[config.mk]
export PLATFORM = sky130hd
export DESIGN_NAME = fnd_scan_decoder
export DESIGN_NICKNAME = d
export VERILOG_FILES = /design/src/rtl/fnd_scan_decoder.sv
export SDC_FILE = /design/constraint.sdc
export NUM_CORES = 1
export LEC_CHECK = 0
export BUFFER_PORTS_ARGS = -buffer_cell sky130_fd_sc_hd__buf_4
export CORE_MARGIN = 2
export CORE_UTILIZATION = 55
export CTS_CLUSTER_DIAMETER = 100
export CTS_CLUSTER_SIZE = 40
export DETAILED_ROUTE_END_ITERATION = 8
export GPL_ROUTABILITY_DRIVEN = 0
export PLACE_DENSITY = 0.72
export SLEW_MARGIN = 20
export SYNTH_ARGS = -nofsm -noshare
export SYNTH_HDL_FRONTEND = slang
export SYNTH_SLANG_ARGS = --single-unit
[constraint.sdc]
create_clock -name clk -period 4.3 [get_ports clk]
set_input_delay 0.43 -clock clk [delete_from_list [all_inputs] [get_ports clk]]
set_output_delay 0.43 -clock clk [all_outputs]
set_load 0.05 [all_outputs]
[src/rtl/fnd_scan_decoder.sv]
// fnd_scan_decoder: samples a 4-digit multiplexed 7-segment bus (seg/com, both
// active-low) and rebuilds the displayed 16-bit value and decimal points.
// Latency: 2-cycle input sync + SETTLE_CYCLES dwell + 1 cycle to value/frame_pulse.
// Backpressure: none; free-running monitor, outputs are level/strobe only.
//
// Ports:
//   clk, reset_p   : clock, asynchronous active-high reset
//   seg_in[7:0]    : {dp,g,f,e,d,c,b,a}, 0 = lit
//   com_in[3:0]    : digit enables, 0 = selected; com[0] = rightmost digit
//   value[15:0]    : confirmed display value, nibble i from digit i
//   dp[3:0]        : confirmed decimal points, 1 = lit
//   value_valid    : value holds a frame seen STABLE_FRAMES times in a row
//   frame_pulse    : one-cycle strobe per completed frame
//   decode_err     : strobe alongside frame_pulse when the frame held a bad pattern
//   link_lost      : no digit captured for TIMEOUT_CYCLES
module fnd_scan_decoder #(
  parameter int SETTLE_CYCLES  = 4,
  parameter int STABLE_FRAMES  = 2,
  parameter int TIMEOUT_CYCLES = 1_000_000
) (
  input  logic        clk,
  input  logic        reset_p,
  input  logic [7:0]  seg_in,
  input  logic [3:0]  com_in,
  output logic [15:0] value,
  output logic [3:0]  dp,
  output logic        value_valid,
  output logic        frame_pulse,
  output logic        decode_err,
  output logic        link_lost
);

  localparam int SW = $clog2(SETTLE_CYCLES + 1);
  localparam int FW = $clog2(STABLE_FRAMES + 1);
  localparam int TW = (TIMEOUT_CYCLES > 1) ? $clog2(TIMEOUT_CYCLES) : 1;

  localparam logic [SW-1:0] SETTLE_LAST  = SW'(SETTLE_CYCLES - 1);
  localparam logic [FW-1:0] STABLE_FULL  = FW'(STABLE_FRAMES);
  localparam logic [TW-1:0] TIMEOUT_LAST = TW'(TIMEOUT_CYCLES - 1);

  // Two-stage synchronizer on the whole {com,seg} bus.
  logic [11:0]   sync1;
  logic [11:0]   sync2;

  logic [SW-1:0] settle_cnt;
  logic          captured;
  logic [3:0]    mask;
  logic          err_flag;
  logic [15:0]   nib;
  logic [3:0]    dp_tmp;
  logic [15:0]   cand_val;
  logic [3:0]    cand_dp;
  logic [FW-1:0] stable_cnt;
  logic [TW-1:0] tmo_cnt;

  logic [3:0]    com_s;
  logic [7:0]    seg_s;
  assign {com_s, seg_s} = sync2;

  logic one_cold;
  assign one_cold = ($countones(~com_s) == 1);

  logic [1:0] dig_idx;
  always_comb begin
    dig_idx = 2'd0;
    case (com_s)
      4'b1110: dig_idx = 2'd0;
      4'b1101: dig_idx = 2'd1;
      4'b1011: dig_idx = 2'd2;
      4'b0111: dig_idx = 2'd3;
      default: dig_idx = 2'd0;
    endcase
  end

  // Active-low gfedcba to hex; anything else (including blank) decodes to 0.
  logic [3:0] dec_nib;
  logic       dec_ok;
  always_comb begin
    dec_nib = 4'h0;
    dec_ok  = 1'b1;
    case (seg_s[6:0])
      7'h40: dec_nib = 4'h0;
      7'h79: dec_nib = 4'h1;
      7'h24: dec_nib = 4'h2;
      7'h30: dec_nib = 4'h3;
      7'h19: dec_nib = 4'h4;
      7'h12: dec_nib = 4'h5;
      7'h02: dec_nib = 4'h6;
      7'h78: dec_nib = 4'h7;
      7'h00: dec_nib = 4'h8;
      7'h10: dec_nib = 4'h9;
      7'h08: dec_nib = 4'hA;
      7'h03: dec_nib = 4'hB;
      7'h46: dec_nib = 4'hC;
      7'h21: dec_nib = 4'hD;
      7'h06: dec_nib = 4'hE;
      7'h0E: dec_nib = 4'hF;
      default: begin
        dec_nib = 4'h0;
        dec_ok  = 1'b0;
      end
    endcase
  end

  // settle_cnt counts cycles the current synchronized value has been held,
  // minus one, so reaching SETTLE_LAST means SETTLE_CYCLES stable cycles.
  logic       do_capture;
  logic [3:0] mask_next;
  logic       frame_done;
  logic       err_next;
  assign do_capture = one_cold && !captured && (settle_cnt >= SETTLE_LAST);
  assign mask_next  = mask | (4'b0001 << dig_idx);
  assign frame_done = do_capture && (mask_next == 4'hF);
  assign err_next   = err_flag | ~dec_ok;

  // Frame as it stands including the digit being captured this cycle, so the
  // completing capture can load value in the same edge that raises frame_pulse.
  logic [15:0] asm_val;
  logic [3:0]  asm_dp;
  always_comb begin
    asm_val                        = nib;
    asm_dp                         = dp_tmp;
    asm_val[{dig_idx, 2'b00} +: 4] = dec_nib;
    asm_dp[dig_idx]                = ~seg_s[7];
  end

  logic [FW-1:0] stable_next;
  always_comb begin
    stable_next = stable_cnt;
    if (err_next)
      stable_next = '0;
    else if ({asm_val, asm_dp} == {cand_val, cand_dp})
      stable_next = (stable_cnt >= STABLE_FULL) ? STABLE_FULL : stable_cnt + FW'(1);
    else
      stable_next = FW'(1);
  end

  always_ff @(posedge clk or posedge reset_p) begin
    if (reset_p) begin
      sync1       <= '1;
      sync2       <= '1;
      settle_cnt  <= '0;
      captured    <= 1'b0;
      mask        <= '0;
      err_flag    <= 1'b0;
      nib         <= '0;
      dp_tmp      <= '0;
      cand_val    <= '0;
      cand_dp     <= '0;
      stable_cnt  <= '0;
      tmo_cnt     <= '0;
      value       <= '0;
      dp          <= '0;
      value_valid <= 1'b0;
      frame_pulse <= 1'b0;
      decode_err  <= 1'b0;
      link_lost   <= 1'b0;
    end else begin
      sync1       <= {com_in, seg_in};
      sync2       <= sync1;
      frame_pulse <= 1'b0;
      decode_err  <= 1'b0;

      if (do_capture) begin
        captured  <= 1'b1;
        tmo_cnt   <= '0;
        link_lost <= 1'b0;
        nib       <= asm_val;
        dp_tmp    <= asm_dp;
        if (frame_done) begin
          mask        <= '0;
          err_flag    <= 1'b0;
          frame_pulse <= 1'b1;
          decode_err  <= err_next;
          cand_val    <= asm_val;
          cand_dp     <= asm_dp;
          stable_cnt  <= stable_next;
          if (!err_next && stable_next == STABLE_FULL) begin
            value       <= asm_val;
            dp          <= asm_dp;
            value_valid <= 1'b1;
          end
        end else begin
          mask     <= mask_next;
          err_flag <= err_next;
        end
      end else if (tmo_cnt == TIMEOUT_LAST) begin
        // Counter parks here so link_lost holds until the next capture.
        link_lost   <= 1'b1;
        value_valid <= 1'b0;
        mask        <= '0;
        err_flag    <= 1'b0;
        stable_cnt  <= '0;
      end else begin
        tmo_cnt <= tmo_cnt + TW'(1);
      end

      // A change in the bus starts a new dwell; this overrides the capture
      // flag set above because the next value belongs to a different dwell.
      if (sync1 != sync2) begin
        settle_cnt <= '0;
        captured   <= 1'b0;
      end else if (settle_cnt != SETTLE_LAST) begin
        settle_cnt <= settle_cnt + SW'(1);
      end
    end
  end

endmodule

==> impl_metrics.csv <==
group,metric,value,unit
floorplanning,rows,39,
synth,synth_top_area_share,37.87,%
cts,cts_root_buf,"clkbuf_16",
floorplanning,coreArea,11270,µm²
synth,ys.flop_type,"dfrtp_1",
critical_path,path_class,"reg -> reg",
final_layout,fin_util,64.39,%
final_layout,nNetsFinal,700,
critical_path,timing.rr.start,"sync2[9]$_DFF_PP1_",
synth,synthAdderAreaFrac,3.309,%
timing,maxSlewViolCount,0,
cts,clkLatencyLatePin,0.42,ns
floorplanning,pin_count,38,
timing,finalSetupTns,0,ns
route,drt-pass1-iter-count,5,
route,drt-initial-drc-count,459,
final_layout,area_delta_synth_final,15.63,%
timing,clock.fmax,247.0,MHz
synth,ys_top_cells_by_area,"dfrtp_1 (38%), dfstp_2 (10%), nand2_1 (4.6%), xor2_1 (3.9%), o21ai_0 (3.7%)",
synth,synthMuxAreaShare,6.837,%
synth,yosys_warnings,0,
cts,h-tree-depth,4,
floorplanning,die_w,110.8,µm
timing,finalHoldViolCount,0,
timing,finClkSkew,0.008158,ns
min_path,hp-start,"seg_in[3]",
floorplanning,die-area,12280,µm²
global_route,first_global_vias,4929,
placed_design,io_buffers,37,
floorplanning,die_h,110.8,µm
route,wl,14490,µm
final_layout,layout_commonest_cell,"dfrtp_1",
timing,tightest_slew,0.6735,ns
global_route,grt_max_degree,59,
power,ir_worst_vdd,0.3932,mV
min_path,min_path_type,"in -> reg",
timing,min_period,4.048,ns
power,power,2.679,mW
final_layout,layout_common_cells,"dfrtp_1 (95), nand2_1 (77), nor2_1 (51), buf_4 (47), o21ai_0 (46)",
synth,ys_async_sr_fraction,100.0,%
critical_path,crit_start,"sync2[9]$_DFF_PP1_",
timing,final-setup-viol-count,0,
critical_path,end_kind,"flop",
timing,slew_headroom,54.69,%
global_route,grtUsageTotal,25.15,%
timing,period_share,94.14,%
synth,synth-seq-area-share,47.92,%
synth,synth_nets,662,
cts,cts_max_path_buffers,2,
power,p_leak,3.254,nW
run_status,status,"complete, no violations",
power,p_per_area,369.0,nW/µm²
global_route,antenna_found_initial,0,
route,vias,4858,
route,routed_via_density,5.881,
cts,cts_tree,"yes",
synth,synth_edf_count,0,
cts,clkTransAtPathRegs,0.06,ns
route,drc,0,
synth,synthXorXnorAreaFrac,4.883,%
route,wl_per_cell,17.54,µm
synth,synth-compound-area-share,12.50,%
synth,syn_avg_cell_area,9.932,µm²
route,ant_nets,0,
global_route,gr-total-overflow,0,
floorplanning,start_util,55.69,%
synth,yosys.area_share.simple,20.19,%
cts,cts_buffers,17,
synth,synth_top_family_by_area,"simple AND/OR/NAND/NOR gates",
flow_run,maxCapViolCount,0,
critical_path,worstSetupStartpointType,"flop",
critical_path,crit_fanout,18,
synth,ys_ff_latch,119,
critical_path,critPathRequiredTime,4.60,ns
final_layout,num_antenna_cells,0,
synth,synth.largest_area_cell,"dfrtp_1",
synth,postSynthCellCount,632,
global_route,grt_pass1_wl,24600,µm
synth,syn_area,6277,µm²
synth,synth.distinct_cells,73,
cts,clock-sinks,119,
timing,rsz0062_at_grt,"false",
final_layout,final_layout_size_suffix_gt1_share,20.35,%
critical_path,cp.arrival,4.35,ns
placed_design,dpl.hpwl,10340,µm
[registers in the layout, summed over array words and instances, names as in the netlist]
signal and cells:
nib 16, stable_cnt 2, decode_err 1, link_lost 1, frame_pulse 1, value 16, err_flag 1, tmo_cnt 20
value_valid 1, mask 4, sync2 12, captured 1, cand_dp 4, settle_cnt 3, dp_tmp 4, dp 4
cand_val 16, sync1 12
[repair_timing]
action,CTS,global route
setup endpoints to repair,0,20
buffers inserted,0,0
hold buffers,0,0
resized for setup,0,4
[stage by stage]
stage               hold slack [ns]  instances  area, µm²  worst slack [ns]
CTS                         0.09005        826       7237            0.1036
floorplan                    0.3598        632       6277            0.6344
finish                       0.1110        826       7258            0.2522
global route                0.09551        826       7258           0.05304
global placement             0.3637        794       6655            0.2774
detailed placement           0.3625        794       6655            0.1784
[worst max-delay path, stage by stage, from the launching register on]
cell	delay (ns)
dfstp_2	0.58
inv_1	0.06
ha_1	0.17
mux2_4	0.31
nand2_4	0.21
inv_1	0.15
ha_1	0.33
nand2b_1	0.21
nand2_1	0.11
nand3_1	0.08
a221oi_1	0.34
nand4_1	0.15
nor4_1	0.36
and4_1	0.26
buf_4	0.23
mux2_2	0.36
[synth_stat cells, drive strengths merged, types with 3 or more instances]
cell and number:
dfrtp 95, nand2 78, nor2 51, o21ai 49
inv 29, xor2 28, dfstp 24, mux2 24
nand2b 24, a21oi 19, nand3 19, buf 15
ha 15, clkbuf 13, nor4 12, mux2i 11
nand4 9, nor2b 9, a31oi 8, nor3 8
xnor2 7, a22oi 6, o22ai 6, and2 5
o21a 5, and3b 4, nor3b 4, o211ai 4
and3 3, and4 3, and4b 3, nand3b 3
or2 3, or3 3
[area by class of cell]
cell class,count,area [µm²]
Clock inverter,14,152.6
Inverter,29,111.4
Sequential cell,119,3008
Tap cell,143,178.9
Clock buffer,18,429.2
Multi-Input combinational cell,456,3025
Fill cell,938,4014
Timing Repair Buffer,47,352.8
[per-layer routing]
metal,share of wire [%],up-vias,global-route usage [%]
met5,0,-,0
met4,4.3,0,13.25
met1,43,2331,31.88
met2,47,184,39.92
li1,-,2289,-
met3,5.5,54,6.342
[path summary, 6_finish.rpt]
path | endpoint | slack, ns | depth (start not counted)
max | value[14]$_DFFE_PP0P_ | 0.25 | 15
min | sync1[3]$_DFF_PP1_ | 0.11 | 1
max reg2reg | value[14]$_DFFE_PP0P_ | 0.25 | 15
min reg2reg | sync2[1]$_DFF_PP1_ | 0.36 | 0
max in group asynchronous | cand_val[5]$_DFFE_PP0P_ | 3.28 | 3
min in group asynchronous | settle_cnt[1]$_DFFE_PP0P_ | 0.12 | 2
[logic make-up (layout without fill, tap and decap cells)]
family	Yosys count	in the layout
AND/OR/NAND/NOR	247	247
AO/OA/AOI/OAI	123	123
flip-flops	119	119
buffers and inverters	57	108
XOR/XNOR	35	35
multiplexers	35	35
adder cells (fa/ha/maj)	16	16
[power by group]
part	total (mW)	internal (mW)	switching (mW)
registers	1.17	1.14	0.0233
logic	0.136	0.0510	0.0846
clock network	1.38	0.855	0.523
total	2.68	2.05	0.630
Power figures use the tool's default switching activity.
